$ cat config.mk
export PLATFORM = sky130hd
export DESIGN_NAME = hangy_driver
export DESIGN_NICKNAME = d
export VERILOG_FILES = /design/src/rtl/hangy_driver.sv
export SDC_FILE = /design/constraint.sdc
export NUM_CORES = 1
export LEC_CHECK = 0
export ABC_AREA = 1
export ABC_CLOCK_PERIOD_IN_PS = 1440
export BUFFER_PORTS_ARGS = -buffer_cell sky130_fd_sc_hd__buf_2
export CORE_AREA = 2 2 83 85
export DETAILED_ROUTE_END_ITERATION = 8
export DIE_AREA = 0 0 85 87
export PLACE_DENSITY_LB_ADDON = 0.15
export SYNTH_ARGS = -nofsm -noshare
export SYNTH_HDL_FRONTEND = slang
export SYNTH_SLANG_ARGS = --single-unit
$ cat constraint.sdc
create_clock -name clk -period 1.44 [get_ports clk]
set_input_delay 0.144 -clock clk [delete_from_list [all_inputs] [get_ports clk]]
set_output_delay 0.144 -clock clk [all_outputs]
set_load 0.03 [all_outputs]
$ cat src/rtl/hangy_driver.sv
// Player-side initiator for the hangy core: turns new-game/guess bytes into
// next-pulse sequences on chip_input and classifies the settled chip_output.
module hangy_driver #(
    parameter int SETTLE = 10
) (
    input  logic        clk,
    input  logic        reset,
    input  logic        cmd_valid,
    output logic        cmd_ready,
    input  logic [7:0]  cmd_data,
    output logic [11:0] chip_input,
    input  logic [6:0]  chip_output,
    output logic        evt_valid,
    input  logic        evt_ready,
    output logic [2:0]  evt_code,
    output logic [4:0]  evt_mask
);
    localparam int CNT_W = $clog2(SETTLE + 1);

    localparam logic [2:0] EV_HIT      = 3'd0;
    localparam logic [2:0] EV_MISS     = 3'd1;
    localparam logic [2:0] EV_WIN      = 3'd2;
    localparam logic [2:0] EV_LOSE     = 3'd3;
    localparam logic [2:0] EV_STARTED  = 3'd4;
    localparam logic [2:0] EV_BADCHAR  = 3'd5;
    localparam logic [2:0] EV_BADSTATE = 3'd6;

    typedef enum logic [2:0] {
        S_IDLE, S_EXIT_PULSE, S_EXIT_WAIT, S_PULSE, S_WAIT, S_EVENT
    } state_t;

    typedef enum logic [1:0] {PH_NOGAME, PH_PLAYING, PH_OVER} phase_t;

    state_t           state, state_nxt;
    phase_t           phase;
    logic [CNT_W-1:0] cnt;
    logic [5:0]       index_q;
    logic [4:0]       char_q;
    logic [4:0]       snap_q;
    logic [4:0]       last_mask;
    logic             imm_q;
    logic             new_q;
    logic [2:0]       imm_code_q;
    logic             accept;
    logic             cmd_new;
    logic             cmd_letter;
    logic             cmd_imm;
    logic [2:0]       cmd_imm_code;
    logic             pulse;

    function automatic logic is_letter(input logic [7:0] b);
        return (b[7:5] == 3'b010 || b[7:5] == 3'b011) &&
               (b[4:0] >= 5'd1) && (b[4:0] <= 5'd26);
    endfunction

    // Commands that are answered without touching the core bus
    always_comb begin
        cmd_new      = cmd_data[7];
        cmd_letter   = is_letter(cmd_data);
        cmd_imm      = 1'b1;
        cmd_imm_code = EV_BADSTATE;
        if (!cmd_new && !cmd_letter)
            cmd_imm_code = EV_BADCHAR;
        else if (cmd_new)
            cmd_imm = (phase == PH_PLAYING);
        else
            cmd_imm = (phase != PH_PLAYING);
    end

    assign accept = cmd_valid && cmd_ready;

    always_ff @(posedge clk) begin
        if (reset)
            state <= S_IDLE;
        else
            state <= state_nxt;
    end

    always_comb begin
        state_nxt = state;
        case (state)
            S_IDLE: begin
                if (accept) begin
                    if (cmd_imm)
                        state_nxt = S_WAIT;
                    else if (cmd_new && phase == PH_OVER)
                        state_nxt = S_EXIT_PULSE;
                    else
                        state_nxt = S_PULSE;
                end
            end
            S_EXIT_PULSE: state_nxt = S_EXIT_WAIT;
            S_EXIT_WAIT:  if (cnt == '0) state_nxt = S_PULSE;
            S_PULSE:      state_nxt = S_WAIT;
            S_WAIT:       if (cnt == '0) state_nxt = S_EVENT;
            S_EVENT:      if (evt_ready) state_nxt = S_IDLE;
            default:      state_nxt = S_IDLE;
        endcase
    end

    always_comb begin
        cmd_ready  = (state == S_IDLE) && !evt_valid;
        pulse      = (state == S_PULSE) || (state == S_EXIT_PULSE);
        chip_input = {index_q, pulse, char_q};
    end

    // Immediate events reuse WAIT with a zero count so they land one edge after accept
    always_ff @(posedge clk) begin
        if (reset) begin
            phase      <= PH_NOGAME;
            cnt        <= '0;
            index_q    <= '0;
            char_q     <= '0;
            snap_q     <= '0;
            last_mask  <= '0;
            imm_q      <= 1'b0;
            new_q      <= 1'b0;
            imm_code_q <= '0;
            evt_valid  <= 1'b0;
            evt_code   <= '0;
            evt_mask   <= '0;
        end else begin
            case (state)
                S_IDLE: begin
                    if (accept) begin
                        imm_q      <= cmd_imm;
                        imm_code_q <= cmd_imm_code;
                        new_q      <= cmd_new;
                        cnt        <= '0;
                        if (!cmd_imm && cmd_new)
                            index_q <= cmd_data[5:0];
                        if (!cmd_imm && !cmd_new) begin
                            char_q <= cmd_data[4:0] - 5'd1;
                            snap_q <= chip_output[4:0];
                        end
                    end
                end
                S_EXIT_PULSE: cnt <= CNT_W'(1);
                S_EXIT_WAIT:  if (cnt != '0) cnt <= cnt - 1'b1;
                S_PULSE:      cnt <= CNT_W'(SETTLE - 1);
                S_WAIT: begin
                    if (cnt != '0) begin
                        cnt <= cnt - 1'b1;
                    end else begin
                        evt_valid <= 1'b1;
                        if (imm_q) begin
                            evt_code <= imm_code_q;
                            evt_mask <= last_mask;
                        end else begin
                            evt_mask  <= chip_output[4:0];
                            last_mask <= chip_output[4:0];
                            if (new_q) begin
                                evt_code <= EV_STARTED;
                                phase    <= PH_PLAYING;
                            end else if (chip_output[6]) begin
                                evt_code <= EV_LOSE;
                                phase    <= PH_OVER;
                            end else if (chip_output[5]) begin
                                evt_code <= EV_WIN;
                                phase    <= PH_OVER;
                            end else if (chip_output[4:0] != snap_q) begin
                                evt_code <= EV_HIT;
                            end else begin
                                evt_code <= EV_MISS;
                            end
                        end
                    end
                end
                S_EVENT: if (evt_ready) evt_valid <= 1'b0;
                default: ;
            endcase
        end
    end
endmodule

==> metrics.md, run 1 <==
| Metric | Value |
|---|---|
| Outcome | `completed` |
| ANT cells | `0` |
| Clk_lat worst skew | `290 ps` |
| Full die area | `7400 um2` |
| Unrepaired setup endpoints after global routing | `yes` |
| Crit. End Element | `flip-flop` |
| Syn Nets | `273` |
| Chip height | `87 um` |
| CTS tree | `built` |
| Final Setup Violations | `0` |
| Worst Path Arrival | `1590 ps` |
| R2R Path Start | `state[0]` |
| Max Root-Sink Buffers | `2` |
| Synth Instances | `248` |
| Max Cap Viol | `0` |
| CTS Root Cell | `clkbuf_8` |
| Nets | `345` |
| Synth-to-Final Area Change | `34.6%` |
| CP max-delay cell | `dfxtp_2` |
| Reg area | `786 um2` |
| Post-detailed-route via-to-cell ratio | `4.47` |
| Final HPWL DP | `3460 um` |
| Power per cell area | `1990 nW/um2` |
| CP startpoint kind | `flip-flop` |
| GRT Total Usage | `0.127` |
| Antenna-violating nets left | `0` |
| Fmax | `0.712 GHz` |
| Fin crit period | `1400 ps` |
| Sequential area share after synthesis | `0.408` |
| Synthesized flop and latch total | `39` |
| Total of fill cells in the finished design | `719` |
| Final WL | `4500 um` |
| Area post-placement | `2390 um2` |
| Tightest Pin Transition | `311 ps` |
| Number of port buffers | `40` |
| PnR worst setup slack | `36.4 ps` |
| Initial core utilization | `0.292` |
| Crit path largest cell delay | `350 ps` |
| VDD IR max | `879 uV` |
| Layout cell share with drive strength beyond 1 | `0.359` |
| Vias in the first global route | `1691` |
| Avg Cell Area, Syn | `7.72 um2` |
| Fin Clk Skew | `8.62 ps` |
| Tot Pwr | `5.12 mW` |
| Fin. max-slew vios | `0` |
| Initial drt markers | `51` |
| Library cells used by synthesis | `33` |
| GRT overflow | `0` |
| Critical Path RT | `1630 ps` |
| Largest net degree at the start of global routing | `23` |
| Initial antenna violation count | `0` |
| Die Span X | `85 um` |
| Max FO, Critical Path | `4` |
| Syn Std Cell Area | `1920 um2` |
| Hold slack | `113 ps` |
| Warnings, synthesis | `0` |
| Final Cell Area | `2580 um2` |
| Leakage | `1.21 nW` |
| Pre-CTS setup slack | `-19.1 ps` |
| FP Rows | `30` |
| Worst Hold Class | `input pin to flip-flop` |
| R2r worst-path depth | `9` |
| FF-to-FF End | `snap_q[2]` |
| Io pins | `41` |
| Wirelength per Cell | `11.3 um` |
| Cts hold-fix bufs | `0` |
| Placer Congestion | `0.829` |
| Drt pass-1 iters | `4` |
| CP Class | `flip-flop to flip-flop` |
| Period utilization | `0.975` |
| Flop2flop setup slack | `40 ps` |
| Clk sinks | `39` |
| Cts bufs inserted | `5` |
| CP Launch Point | `state[0]` |
| Core area | `6570 um2` |
| Worst-path clk slew | `80 ps` |
| Multi-input logic area | `1000 um2` |
| First-pass GRT wire length | `7620 um` |
| Vias | `1789` |
| Sequence of cells on the critical path | `nor2_4 > nand2_4 > nor2_4 > nand2_4 > nor2_4 > nand3_4 > buf_4 > nor2_1 > nor2_1` |
| Largest cells by area after synthesis | `dfxtp_1 41%, a21oi_1 7.1%, o21ai_0 6.5%, nand2_1 6.1%, inv_1 5.5%` |
| Crit path to | `snap_q[2]` |
| H-Tree Level Count | `2` |
| Most used cell, CP | `nor2_4` |
| Synth area leader | `dfxtp_1` |
| Worst relative slew slack | `0.793` |
| Drt drc | `0` |
| Share of Yosys cell area claimed by the top area cell type | `0.408` |
| Final Hold Viols | `0` |
## synth_stat cells, drive strengths merged
cell and n:
a211oi 3, a21oi 29, a31oi 1, buf 4, clkbuf 2, clkinv 1, dfxtp 39, ha 6
inv 34, nand2 33, nand3 6, nand4 5, nor2 33, nor3 3, o211ai 1, o21a 1
o21ai 35, o21bai 2, or2 2, xnor2 5, xor2 3
## registers in the layout, summed over array words and instances, names as in the netlist, 3 cells and up
signal / flops
last_mask: 5
snap_q: 5
cnt: 4
evt_code: 3
imm_code_q: 3
char_q: 5
index_q: 6
state: 3
## per-layer routing
layer  vias up  track usage  wire length, um
met5         -            0                0
met4         0       0.0346               42
met2        31        0.213             2080
met3         4       0.0322              197
li1        955            -                -
met1       799        0.161             2180
## where the power goes
group	switching, mW	internal [mW]
clock network	0.387	0.507
logic	1.57	1.06
registers	0.203	1.39
## critical path, delay by kind of cell (launching register included)
| kind | cells | cell delay, ps |
|---|---|---|
| and+or+nand+nor | 8 | 780 |
| DFF | 1 | 350 |
| buffers and inverters | 1 | 170 |
## metrics by stage
stage          setup TNS, ps  utilization  std cells
2_1_floorplan           -602            -        248
6_report                   0        0.392        400
5_1_grt                -1380        0.392        400
3_5_place_dp           -55.4        0.364        390
3_3_place_gp           -71.7        0.364        390
4_1_cts                    0        0.382        397
## area by class of cell
cell class | instances | share of cell area
inverter | 35 | 0.0568
timing repair inverter | 1 | 0.00291
tap | 80 | 0.0388
sequential | 39 | 0.305
clock buffer | 5 | 0.0267
multi-input combinational | 168 | 0.388
timing repair buffer | 70 | 0.167
clock inverter | 2 | 0.0146
## worst min path at each step
stage,from,to,cells past startpoint,slack [ps]
final,cmd_data[5],index_q[5],3,110
after global routing,chip_output[1],snap_q[1],3,120
after CTS,cmd_data[5],index_q[5],3,100
after detailed placement,cmd_data[5],index_q[5],3,400
after global placement,cmd_data[5],index_q[5],3,400
after floorplan,cmd_data[0],char_q[0],1,230
## cells in the final DEF, fill, tap and decap left out, types with 3 or more instances in the layout
| cell type | instances |
|---|---|
| nand2_1 | 28 |
| buf_4 | 29 |
| ha_1 | 6 |
| nand3_1 | 5 |
| xnor2_1 | 5 |
| xor2_1 | 3 |
| clkbuf_8 | 5 |
| nand4_1 | 5 |
| nor2_1 | 26 |
| inv_2 | 6 |
| buf_2 | 39 |
| o21ai_2 | 4 |
| dfxtp_2 | 4 |
| o21ai_0 | 23 |
| o21ai_1 | 7 |
| nand2_2 | 3 |
| a21oi_1 | 26 |
| a21oi_2 | 3 |
| a211oi_1 | 3 |
| dfxtp_1 | 35 |
| inv_1 | 27 |
| nor2_4 | 5 |
## cells by family (layout without fill, tap and decap cells)
kind of cell / Yosys count / count (layout) / share of synthesized area
compound gates: 72 / 72 / 0.212
fa+ha+maj: 6 / 6 / 0.0392
buf+inv: 41 / 113 / 0.0895
simple gates: 82 / 82 / 0.216
xor+xnor: 8 / 8 / 0.0366
flops: 39 / 39 / 0.408
## what timing repair did
action	CTS	global route
setup buffers	0	2
pin swaps	0	2
resized for setup	3	18
setup endpoints to repair	6	31
gates cloned	0	1
Note: power is estimated with default switching activity, not from simulation.
==> run 2, diff against run 1 <==
==> constraint.sdc (replaced) <==
create_clock -name clk -period 1.44 [get_ports clk]
set_input_delay 0.216 -clock clk [delete_from_list [all_inputs] [get_ports clk]]
set_output_delay 0.216 -clock clk [all_outputs]
set_load 0.03 [all_outputs]
==> metrics.md, run 2 (synthesized netlist as in run 1, its figures left out) <==
| Metric | Value |
|---|---|
| Fmax | `0.699 GHz (was 0.712 GHz)` |
| Final Cell Area | `2670 um2 (was 2580 um2)` |
| Placer Congestion | `0.850 (was 0.829)` |
| Clk_lat worst skew | `290 ps (about the same)` |
| Nets | `350 (was 345)` |
| Crit. End Element | `primary output (was flip-flop)` |
| Critical Path RT | `1220 ps (was 1630 ps)` |
| Sequence of cells on the critical path | `buf_6 > inv_2 > nor3_2 > inv_1 > nand2_2 > buf_6 (was nor2_4 > nand2_4 > nor2_4 > nand2_4 > nor2_4 > nand3_4 > buf_4 > nor2_1 > nor2_1)` |
| Post-detailed-route via-to-cell ratio | `4.44 (was 4.47)` |
| Fin Clk Skew | `2.76 ps (was 8.62 ps)` |
| Full die area | `7400 um2 (unchanged)` |
| Layout cell share with drive strength beyond 1 | `0.396 (was 0.359)` |
| CTS tree | `built (unchanged)` |
| Worst Hold Class | `input pin to flip-flop (unchanged)` |
| Vias in the first global route | `1735 (was 1691)` |
| Power per cell area | `1930 nW/um2 (was 1990 nW/um2)` |
| Most common cell after layout, fill and taps aside | `buf_2 (unchanged)` |
| Max Cap Viol | `0 (unchanged)` |
| Initial core utilization | `0.292 (unchanged)` |
| Vias | `1802 (was 1789)` |
| Cts bufs inserted | `5 (unchanged)` |
| Finished Layout Cells | `406 (was 400)` |
| Crit path max-delay family | `flip-flops (was simple AND/OR/NAND/NOR gates)` |
| Final Setup Violations | `0 (unchanged)` |
| Max Root-Sink Buffers | `2 (unchanged)` |
| First-pass GRT wire length | `7830 um (was 7620 um)` |
| Die Span X | `85 um (unchanged)` |
| GRT Total Usage | `0.130 (was 0.127)` |
| Synth-to-Final Area Change | `39.4% (was 34.6%)` |
| Placed Cells | `394 (was 390)` |
| Final WL | `4590 um (was 4500 um)` |
| Core area | `6570 um2 (unchanged)` |
| Crit path buffers/inverters | `4 (was 1)` |
| Max FFs per register | `6 (unchanged)` |
| Max FO, Critical Path | `4 (unchanged)` |
| Worst-path clk slew | `80 ps (about the same)` |
| Crit path largest cell delay | `380 ps (was 350 ps)` |
| Final HPWL DP | `3470 um (was 3460 um)` |
| Outcome | `completed (unchanged)` |
| Initial antenna violation count | `0 (unchanged)` |
| CTS Root Cell | `clkbuf_8 (unchanged)` |
| Most frequent cells in the layout | `39 x buf_2, 36 x dfxtp_1, 32 x buf_4 (was 39 x buf_2, 35 x dfxtp_1, 29 x buf_4)` |
| Worst relative slew slack | `0.794 (was 0.793)` |
| Wirelength per Cell | `11.3 um (about the same)` |
| Antenna-violating nets left | `0 (unchanged)` |
| Period utilization | `0.993 (was 0.975)` |
| Clk sinks | `39 (unchanged)` |
| Fin crit period | `1430 ps (was 1400 ps)` |
| Final Hold Viols | `0 (unchanged)` |
| Leakage | `1.24 nW (was 1.21 nW)` |
| ANT cells | `0 (unchanged)` |
| Number of port buffers | `40 (unchanged)` |
| FP Rows | `30 (unchanged)` |
| Io pins | `41 (unchanged)` |
| Worst Path Arrival | `1210 ps (was 1590 ps)` |
| Chip height | `87 um (unchanged)` |
| CP max-delay cell | `dfxtp_4 (was dfxtp_2)` |
| Initial drt markers | `50 (was 51)` |
| Fin. max-slew vios | `0 (unchanged)` |
| CP startpoint kind | `flip-flop (unchanged)` |
| GRT overflow | `0 (unchanged)` |
| Tightest Pin Transition | `309 ps (was 311 ps)` |
| Hold slack | `175 ps (was 113 ps)` |
| Unrepaired setup endpoints after global routing | `yes (unchanged)` |
| Total of fill cells in the finished design | `699 (was 719)` |
| Drt drc | `0 (unchanged)` |
| Largest reg by FF count | `index_q (unchanged)` |
| CP Class | `flip-flop to primary output (was flip-flop to flip-flop)` |
| VDD IR max | `807 uV (was 879 uV)` |
| Most used cell, CP | `buf_6 (was nor2_4)` |
| H-Tree Level Count | `2 (unchanged)` |
| Area post-placement | `2420 um2 (was 2390 um2)` |
| Drt pass-1 iters | `4 (unchanged)` |
| Largest net degree at the start of global routing | `23 (unchanged)` |
| Cts hold-fix bufs | `0 (unchanged)` |
[run 2: changes by cell type in the layout (fill, tap and decap cells not counted), moves of 3 or more]
cell	change
buf_4	+3
buf_6	+3
dfxtp_2	-4
dfxtp_4	+3
nor2_1	-3
nor2_4	+3
[run 2: final timing paths]
check | start | end | slack [ps] | cells past startpoint
max reg2reg | state[0] | snap_q[3] | 20 | 9
min reg2reg | imm_code_q[2] | imm_code_q[2] | 480 | 1
max | state[1] | chip_input[5] | 10 | 6
min | cmd_data[5] | index_q[5] | 180 | 3
[run 2: report_power, final]
| group | leakage [nW] | total [mW] | switching [mW] | internal, mW |
|---|---|---|---|---|
| logic | 0.872 | 2.74 | 1.61 | 1.13 |
| registers | 0.321 | 1.60 | 0.207 | 1.40 |
| clock network | 0.0474 | 0.803 | 0.411 | 0.391 |
| total | 1.24 | 5.15 | 2.23 | 2.92 |
[run 2: timing repair]
action                     4_1_cts  5_1_grt
setup buffers                    0        3
pin swaps                        2        6
gates cloned                     0        1
resized for setup               11       31
setup endpoints to repair        7       33
[run 2: metrics by stage]
| step | power [mW] | TNS, ps | utilization | setup WS [ps] |
|---|---|---|---|---|
| CTS | 5.04 | -2.91 | 0.388 | -2.46 |
| global route | 5.59 | -1740 | 0.406 | -104 |
| floorplan | 3.22 | -602 | - | -74.6 |
| finish | 5.15 | 0 | 0.406 | 10.2 |
| detailed placement | 4.14 | -790 | 0.369 | -82.4 |
| global placement | 4.14 | -430 | 0.369 | -57.8 |
[run 2: area by class of cell]
class	count	area, um2	share of cell area
clock buffer	6	82.6	0.0309
clock inverter	2	16.3	0.00609
inverter	35	149	0.0558
multi-input combinational	168	1040	0.390
sequential	39	792	0.297
tap	80	100	0.0375
timing repair buffer	75	480	0.180
timing repair inverter	1	7.51	0.00281
[run 2: worst reg2reg max path, delay by kind of cell (launching register included)]
family / cells / cell delay, ps
compound gates: 2 / 200
buf+inv: 1 / 110
simple gates: 6 / 670
flops: 1 / 370
[run 2: layer usage]
metal,GRT usage,share of wire,vias to the layer above
met5,0,0,-
met4,0.0390,0.0065,0
met3,0.0294,0.041,4
met2,0.212,0.45,38
met1,0.170,0.50,792
li1,-,-,968
